===== config.mk =====
export PLATFORM = sky130hd
export DESIGN_NAME = mem_stage
export DESIGN_NICKNAME = d
export VERILOG_FILES = /design/src/rtl/mem_stage.sv
export SDC_FILE = /design/constraint.sdc
export NUM_CORES = 1
export LEC_CHECK = 0
export CORE_ASPECT_RATIO = 1.25
export CORE_MARGIN = 3
export CORE_UTILIZATION = 41
export DETAILED_ROUTE_END_ITERATION = 8
export GPL_TIMING_DRIVEN = 0
export PLACE_DENSITY = 0.8
export SYNTH_ARGS = -nofsm -noshare
export SYNTH_HDL_FRONTEND = slang
export SYNTH_SLANG_ARGS = --single-unit

===== constraint.sdc =====
create_clock -name clk -period 2.05 [get_ports clk]
set_input_delay 0.41 -clock clk [delete_from_list [all_inputs] [get_ports clk]]
set_output_delay 0.41 -clock clk [all_outputs]
set_load 0.03 [all_outputs]

===== src/rtl/mem_stage.sv =====
//==============================================================================
// mem_stage : EX/MEM and MEM/WB pipeline registers, store lane alignment,
//             data-memory port and load-data extraction.
// Revision  : 1.0
//==============================================================================
`default_nettype none

package mem_stage_pkg;
  typedef enum logic [1:0] {
    WB_ALU = 2'd0,
    WB_MEM = 2'd1,
    WB_PC4 = 2'd2
  } wb_sel_e;
endpackage

module mem_stage
  import mem_stage_pkg::*;
#(
  parameter int DATA_WIDTH          = 32,
  parameter int DATA_MEM_ADDR_WIDTH = 12
) (
  input  logic                           clk,
  input  logic                           rst_n,
  input  logic                           flush_i,
  input  logic                           valid_i,
  input  logic [DATA_WIDTH-1:0]          alu_result_i,
  input  logic [DATA_WIDTH-1:0]          rs2_data_i,
  input  logic [2:0]                     funct3_i,
  input  logic [4:0]                     rd_addr_i,
  input  logic                           MemWrite_i,
  input  logic                           MemRead_i,
  input  logic                           RegWrite_i,
  input  wb_sel_e                        WBSel_i,
  input  logic [DATA_WIDTH-1:0]          pc_plus4_i,
  output logic [DATA_MEM_ADDR_WIDTH-1:0] mem_addr_o,
  output logic [DATA_WIDTH-1:0]          mem_wrdata_o,
  output logic [3:0]                     mem_be_o,
  output logic                           mem_we_o,
  input  logic [DATA_WIDTH-1:0]          mem_rdata_i,
  output logic [4:0]                     mem_rd_addr_o,
  output logic                           mem_RegWrite_o,
  output logic [DATA_WIDTH-1:0]          mem_alu_result_o,
  output logic                           wb_valid_o,
  output logic [4:0]                     wb_rd_addr_o,
  output logic                           wb_RegWrite_o,
  output wb_sel_e                        wb_WBSel_o,
  output logic [DATA_WIDTH-1:0]          wb_alu_result_o,
  output logic [DATA_WIDTH-1:0]          wb_pc_plus4_o,
  output logic [DATA_WIDTH-1:0]          wb_load_data_o,
  output logic                           wb_fault_o
);

  localparam logic [2:0] F3_B  = 3'b000;
  localparam logic [2:0] F3_H  = 3'b001;
  localparam logic [2:0] F3_W  = 3'b010;
  localparam logic [2:0] F3_BU = 3'b100;
  localparam logic [2:0] F3_HU = 3'b101;

  typedef struct packed {
    logic                  valid;
    logic [DATA_WIDTH-1:0] alu;
    logic [DATA_WIDTH-1:0] rs2;
    logic [2:0]            funct3;
    logic [4:0]            rd;
    logic                  mem_write;
    logic                  mem_read;
    logic                  reg_write;
    wb_sel_e               wb_sel;
    logic [DATA_WIDTH-1:0] pc4;
  } ex_mem_t;

  typedef struct packed {
    logic                  valid;
    logic [4:0]            rd;
    logic                  reg_write;
    logic                  mem_read;
    wb_sel_e               wb_sel;
    logic [DATA_WIDTH-1:0] alu;
    logic [DATA_WIDTH-1:0] pc4;
    logic [2:0]            funct3;
    logic [1:0]            off;
    logic                  fault;
  } mem_wb_t;

  ex_mem_t               ex_mem_d, ex_mem_q;
  mem_wb_t               mem_wb_d, mem_wb_q;
  logic [1:0]            off;
  logic                  ld_legal, st_legal, misalign, fault;
  logic [3:0]            be_raw;
  logic [DATA_WIDTH-1:0] wrdata;
  logic [7:0]            ld_byte;
  logic [15:0]           ld_half;

  always_comb begin
    ex_mem_d = '{valid: valid_i, alu: alu_result_i, rs2: rs2_data_i, funct3: funct3_i,
                 rd: rd_addr_i, mem_write: MemWrite_i, mem_read: MemRead_i,
                 reg_write: RegWrite_i, wb_sel: WBSel_i, pc4: pc_plus4_i};
    if (flush_i) begin
      ex_mem_d.valid     = 1'b0;
      ex_mem_d.mem_write = 1'b0;
      ex_mem_d.mem_read  = 1'b0;
      ex_mem_d.reg_write = 1'b0;
    end
  end

  assign off = ex_mem_q.alu[1:0];

  // Size decode drives both lane steering and legality/alignment checks.
  always_comb begin
    ld_legal = 1'b0;
    st_legal = 1'b0;
    misalign = 1'b0;
    be_raw   = 4'b1111;
    wrdata   = ex_mem_q.rs2;
    case (ex_mem_q.funct3)
      F3_B: begin
        ld_legal = 1'b1;
        st_legal = 1'b1;
        be_raw   = 4'b0001 << off;
        wrdata   = {4{ex_mem_q.rs2[7:0]}};
      end
      F3_H: begin
        ld_legal = 1'b1;
        st_legal = 1'b1;
        misalign = off[0];
        be_raw   = 4'b0011 << off;
        wrdata   = {2{ex_mem_q.rs2[15:0]}};
      end
      F3_W: begin
        ld_legal = 1'b1;
        st_legal = 1'b1;
        misalign = (off != 2'b00);
      end
      F3_BU: ld_legal = 1'b1;
      F3_HU: begin
        ld_legal = 1'b1;
        misalign = off[0];
      end
      default: ;
    endcase
    fault = (ex_mem_q.mem_read | ex_mem_q.mem_write) &
            (misalign | (ex_mem_q.mem_read & ~ld_legal) | (ex_mem_q.mem_write & ~st_legal));
  end

  assign mem_addr_o       = ex_mem_q.alu[DATA_MEM_ADDR_WIDTH+1:2];
  assign mem_wrdata_o     = wrdata;
  assign mem_we_o         = ex_mem_q.valid & ex_mem_q.mem_write & ~fault;
  assign mem_be_o         = mem_we_o ? be_raw : 4'b0000;
  assign mem_rd_addr_o    = ex_mem_q.rd;
  assign mem_RegWrite_o   = ex_mem_q.valid & ex_mem_q.reg_write;
  assign mem_alu_result_o = ex_mem_q.alu;

  always_comb begin
    mem_wb_d = '{valid: ex_mem_q.valid, rd: ex_mem_q.rd,
                 reg_write: ex_mem_q.valid & ex_mem_q.reg_write & ~(ex_mem_q.mem_read & fault),
                 mem_read: ex_mem_q.valid & ex_mem_q.mem_read, wb_sel: ex_mem_q.wb_sel,
                 alu: ex_mem_q.alu, pc4: ex_mem_q.pc4, funct3: ex_mem_q.funct3,
                 off: off, fault: fault};
  end

  always_ff @(posedge clk or negedge rst_n) begin
    if (!rst_n) begin
      ex_mem_q <= '0;
      mem_wb_q <= '0;
    end else begin
      ex_mem_q <= ex_mem_d;
      mem_wb_q <= mem_wb_d;
    end
  end

  assign wb_valid_o      = mem_wb_q.valid;
  assign wb_rd_addr_o    = mem_wb_q.rd;
  assign wb_RegWrite_o   = mem_wb_q.reg_write;
  assign wb_WBSel_o      = mem_wb_q.wb_sel;
  assign wb_alu_result_o = mem_wb_q.alu;
  assign wb_pc_plus4_o   = mem_wb_q.pc4;
  assign wb_fault_o      = mem_wb_q.fault;

  // Read data arrives one cycle after the address, so extraction uses the WB copy of funct3/off.
  always_comb begin
    case (mem_wb_q.off)
      2'd0:    ld_byte = mem_rdata_i[7:0];
      2'd1:    ld_byte = mem_rdata_i[15:8];
      2'd2:    ld_byte = mem_rdata_i[23:16];
      default: ld_byte = mem_rdata_i[31:24];
    endcase
    ld_half        = mem_wb_q.off[1] ? mem_rdata_i[31:16] : mem_rdata_i[15:0];
    wb_load_data_o = '0;
    if (mem_wb_q.mem_read && !mem_wb_q.fault) begin
      case (mem_wb_q.funct3)
        F3_B:    wb_load_data_o = {{(DATA_WIDTH-8){ld_byte[7]}}, ld_byte};
        F3_BU:   wb_load_data_o = {{(DATA_WIDTH-8){1'b0}}, ld_byte};
        F3_H:    wb_load_data_o = {{(DATA_WIDTH-16){ld_half[15]}}, ld_half};
        F3_HU:   wb_load_data_o = {{(DATA_WIDTH-16){1'b0}}, ld_half};
        F3_W:    wb_load_data_o = mem_rdata_i;
        default: wb_load_data_o = '0;
      endcase
    end
  end

endmodule

`default_nettype wire


# Yosys cells after proc, flatten, opt, wreduce, memory -nomap -nowiden
# Index checks and enable logic that the tools add are counted.
# totals
regBits	190
out_inout_bits	193
wordCells	69
# classes
eq_ne	10
shift	2
n_mux	12
n_bitwise	16
reduce_logical	9
# op_table
op	count
$pmux 32 s5	1
$pmux 32 s2	1
$mux 32	1
$pmux 8 s3	1
$mux 16	1
$eq 3x3->1 const B	4
$and 1x1->1	9
$pmux 4 s2	1
$eq 3x1->1 const B	2
$eq 3x2->1 const B	2
$logic_not 3->1	2
$reduce_or 5->1	1
$mux 4	1
$not 1->1	4
$shl 1x2->4 const A	1
$shl 2x2->4 const A	1
$mux 1	3
$mux 3	1
$or 1x1->1	3
$reduce_or 3->1	1
$eq 2x1->1 const B	1
$eq 2x2->1 const B	1
$logic_not 2->1	1
$pmux 1 s2	1
4 further kinds	4

# Depth between registers and ports, before layout
# logic_depth
word_depth	11
depth_mapped	6
depth_no_buf	3

# Worst setup path after synthesis
# No wires, ideal clock.
# synth_path
path_kind	reg-to-output
from	register ex_mem_q[42] in the netlist's numbering
to	output mem_be_o[2]
t_arrival_ns	1.795
required_time_ns	1.640
setup_slack_ns	-0.155
stages_incl_launch_ff	6
n_path_buf	2
cell_sequence	dfrtp_1 > buf_2 > buf_4 > nor2_1 > nand3_1 > a221oi_1
# synth_via
elab_chain_len	11
elab_cells_between_ends	22
cone_classes	4 x eq/ne; 5 x mux; 9 x bitwise; 4 x reduce/logical
# synth_lines
element	line_no	source
from (decl)	85	ex_mem_t ex_mem_d, ex_mem_q;
from (signal assigned)	166	ex_mem_q <= ex_mem_d;
$eq 3x1->1, or another cell as far along	115	case (ex_mem_q.funct3)
$reduce_or 5->1 (no source line)	-	
$mux 1	115	
$not 1->1	142	(misalign | (ex_mem_q.mem_read & ~ld_legal) | (ex_mem_q.mem_write & ~st_legal));
$and 1x1->1	142	
$or 1x1->1 (2 in a row)	142	
$and 1x1->1	141	fault = (ex_mem_q.mem_read | ex_mem_q.mem_write) &
$not 1->1	147	assign mem_we_o = ex_mem_q.valid & ex_mem_q.mem_write & ~fault;
$and 1x1->1	147	
$mux 4 (*)	148	assign mem_be_o = mem_we_o ? be_raw : 4'b0000;
to (decl)	37	output logic [3:0] mem_be_o,
# Mark *: on every way between the ends. The rest lies on a longest branch, timed or not.

==> metrics.md <==
| Metric | Value |
|---|---|
| PortBufs | `337` |
| # rows | `53` |
| Clk root buf | `clkbuf_16` |
| Cts bufs inserted | `17` |
| Buf/Inv on CP | `2` |
| Endpoint class of the critical path | `primary output` |
| Die Y | `155 µm` |
| Area delta synth->final | `71.3%` |
| Area of the core | `between 15000 and 20000 µm²` |
| Vias per cell | `roughly 4.6` |
| Post-Layout Cell Count | `about 1100` |
| IO Count | `338` |
| Final Skew | `~0.012 ns` |
| Largest net degree at the start of global routing | `124` |
| Required time worst endpoint | `1.64 ns` |
| Worst Path Arrival | `~2 ns` |
| Hpwl dp | `16200 µm` |
| FFs w/ async S/R, synth | `100%` |
| Dpl cell area | `10900 µm²` |
| Drt wl/cell | `slightly below 20 µm` |
| Post-place setup slack | `-0.904 ns` |
| Clk_lat worst skew | `0.42 ns` |
| Yosys top cell area share | `65.0%` |
| Global-route wire length before repair | `33200 µm` |
| Initial antenna violation count | `1` |
| Sink Count | `188` |
| PnR worst setup slack | `-0.312 ns` |
| Total GRT Usage | `a little under a quarter` |
| Slew Limit Headroom | `60.8%` |
| # DRC | `0` |
| Post-layout min period | `between 2 and 2.5 ns` |
| Max incr delay on CP | `0.55 ns` |
| Hold Worst Slack | `approximately 0.35 ns` |
| Syn nets | `664` |
| Starting DRC count in detailed routing | `173` |
| Ratio of cells with drive above 1 in the final layout | `between 40% and 50%` |
| Hold Vio Cnt, Final | `0` |
| Filler cell count in the final layout | `1092` |
| CTS tree | `yes` |
| Total negative slack | `-12.52 ns` |
| Status | `finished, violations left` |
| Leading area contributor after synthesis | `dfrtp_1` |
| EDFF count, synth | `0` |
| Max rail drop VDD | `roughly 0.00060 V` |
| Crit path kind | `register to primary output` |
| Main synth FF type | `dfrtp_1` |
| Initial Util | `42.5%` |
| Clock transition at path regs | `0.07 ns` |
| Leading post-synthesis cells by cell area | `dfrtp_1 (65%), buf_4 (14%), mux2_2 (4.8%)` |
| Overflow after GRT | `0` |
| Crit-path max FO | `8` |
| Multiplexer area fraction after synthesis | `8.76%` |
| Mean cell area of the mapped netlist | `14.0 µm²` |
| Failing checks | `negative setup slack` |
| Final Max Slew Viols | `0` |
| Final period util | `115%` |
| Unique cell type count in the Yosys netlist | `38` |
| Setup violators final | `just over 60` |
| Clock Path Buffers | `2` |
| Seq/Total Area, Yosys | `65.0%` |
| NumNets Final | `1054` |
| Critical Path Slowest Stage Cell | `mux4_2` |
| Mapped Cells | `519` |
| DRT antenna net count | `0` |
| Synth Register Bits | `188` |
| Xor/xnor share of the synthesized area | `0%` |
| CP top delay family | `multiplexers` |
| Synth Warn # | `0` |
| Leakage | `0.00555 µW` |
| Design area | `12400 µm²` |
| Power per Cell Area | `737 nW/µm²` |
| Syn Std Cell Area | `7240 µm²` |
| First drt pass iteration count | `6` |
| CTS H-Tree Depth | `4` |
| Fmax | `423 MHz` |
| Die extent in x | `125 µm` |
| Placed cells | `1077` |
| Die area | `19300 µm²` |
| Slew @ Worst Pin | `0.589 ns` |
| RSZ-0062 raised after global routing | `yes` |
| Gpl congestion | `just over 0.9` |
| Antenna cells | `0` |
| Startpoint types | `register` |
| Compound-cell area share of the yosys netlist | `7.41%` |
| Number of global-route vias before repair | `5817` |
| Post-Synth Adder-Cell Area | `0%` |
| Post-Synth Simple-Gate Area | `3.83%` |
| Final WL | `22200 µm` |
| Max Cap Viol | `0` |
| Routed via count | `~5300` |
| Main combinational cell family by area after synthesis | `buffers and inverters` |
| Hold WC Path Type | `register to register` |
| Critical-path cell list | `buf_6 > mux4_2 > nand3b_4 > a21oi_1 > buf_4` |
final timing paths:
check	start	end	slack (ns)	depth (start not counted)
min	ex_mem_q[2]$_DFF_PN0_	wb_pc_plus4_o[2]$_DFF_PN0_	0.35	0
max in group asynchronous	rst_n	mem_alu_result_o[0]$_DFF_PN0_	0.56	3
max reg2reg	ex_mem_q[44]$_DFF_PN0_	wb_RegWrite_o$_DFF_PN0_	0.56	5
min in group asynchronous	rst_n	wb_alu_result_o[8]$_DFF_PN0_	0.50	2
max	wb_alu_result_o[1]$_DFF_PN0_	wb_load_data_o[11]	-0.31	5
min reg2reg	ex_mem_q[2]$_DFF_PN0_	wb_pc_plus4_o[2]$_DFF_PN0_	0.35	0
power by group:
| part | total [µW] | internal (µW) | switching (µW) |
|---|---|---|---|
| sequential | 3990 | 3890 | 94.4 |
| combinational | 1790 | 939 | 847 |
| clock | 3370 | 1800 | 1570 |
| total | 9150 | 6640 | 2510 |
worst register-to-register path, cell delays in order (launching register included):
cell       delay [ns]
dfrtp_1          0.39
buf_6            0.15
buf_6            0.12
or2_4            0.25
a2bb2oi_1        0.17
a21boi_0         0.30
cell type report:
cell class,count,area [µm²],share of cell area (%)
Timing Repair Buffer,373,3810,30.7
Multi-Input combinational cell,181,1800,14.5
Clock buffer,18,439,3.54
Buffer,146,1190,9.58
Sequential cell,188,4710,37.9
Inverter,2,7.51,0.0605
Tap cell,220,275,2.22
Clock inverter,14,185,1.49
what timing repair did:
action,4_1_cts,5_1_grt
endpoints found under the setup margin,71,73
pin swaps,22,19
gates resized for setup,497,79
hold endpoints to repair,65,0
setup buffers,20,12
hold buffers,1,0
gates cloned,3,1
layer usage:
layer	global-route usage (%)	vias up	routed length (µm)
met1	23.1	2553	7490
met2	41.6	266	12000
met4	8.26	2	715
li1	-	2398	-
met5	0	-	20
met3	8.74	41	2000
cells in the mapped netlist (2+ instances only):
library cell	number
o221ai_1	2
inv_1	2
o21ba_2	3
nor2b_1	6
buf_4	132
buf_6	2
nor2_1	12
a21oi_2	10
a221oi_1	2
nand3_1	2
a31oi_1	2
mux2_2	31
o21ai_0	2
buf_2	12
dfrtp_1	188
mux4_2	8
or2_2	2
a21oi_1	33
nand2b_1	2
and2_1	2
a22oi_1	15
mux2i_1	9
nand2_1	24
a211o_1	2
sequential cells by signal (all words and copies together) (netlist names):
name and cells:
wb_rd_addr_o 5, mem_alu_result_o 32, wb_WBSel_o 2, wb_RegWrite_o 1, wb_fault_o 1, mem_rd_addr_o 5
wb_pc_plus4_o 32, mem_wb_q 5, wb_valid_o 1, wb_alu_result_o 31, ex_mem_q 73
stage by stage:
| stage | utilization (%) | total power (µW) |
|---|---|---|
| 5_1_grt | 72.8 | 9490 |
| 3_5_place_dp | 64.1 | 5650 |
| 4_1_cts | 70.6 | 9150 |
| 6_report | 72.8 | 9150 |
| 3_3_place_gp | 63.9 | 5620 |
| 2_1_floorplan | - | 4830 |
cells in the final DEF (no fill, tap or decap), drive strengths merged, types with 3 or more instances in the layout:
master,netlist,routed
mux2,32,32
dlymetal6s2s,0,12
dfrtp,188,188
buf,146,242
clkbuf,2,21
clkinv,0,4
a22oi,15,15
mux4,8,8
clkdlybuf4s50,0,251
dlygate4sd2,0,10
nor2b,6,6
nand2,24,24
nor2,13,13
mux2i,9,9
o21ba,3,3
a21oi,43,43
inv,2,10
logic make-up (layout without fill, tap and decap cells):
kind of cell,Yosys count,count (layout)
buffers and inverters,150,553
and+or+nand+nor,55,55
AOI/OAI and AO/OA,77,77
muxes,49,49
DFF,188,188
Note: power is estimated with default switching activity, not from simulation.
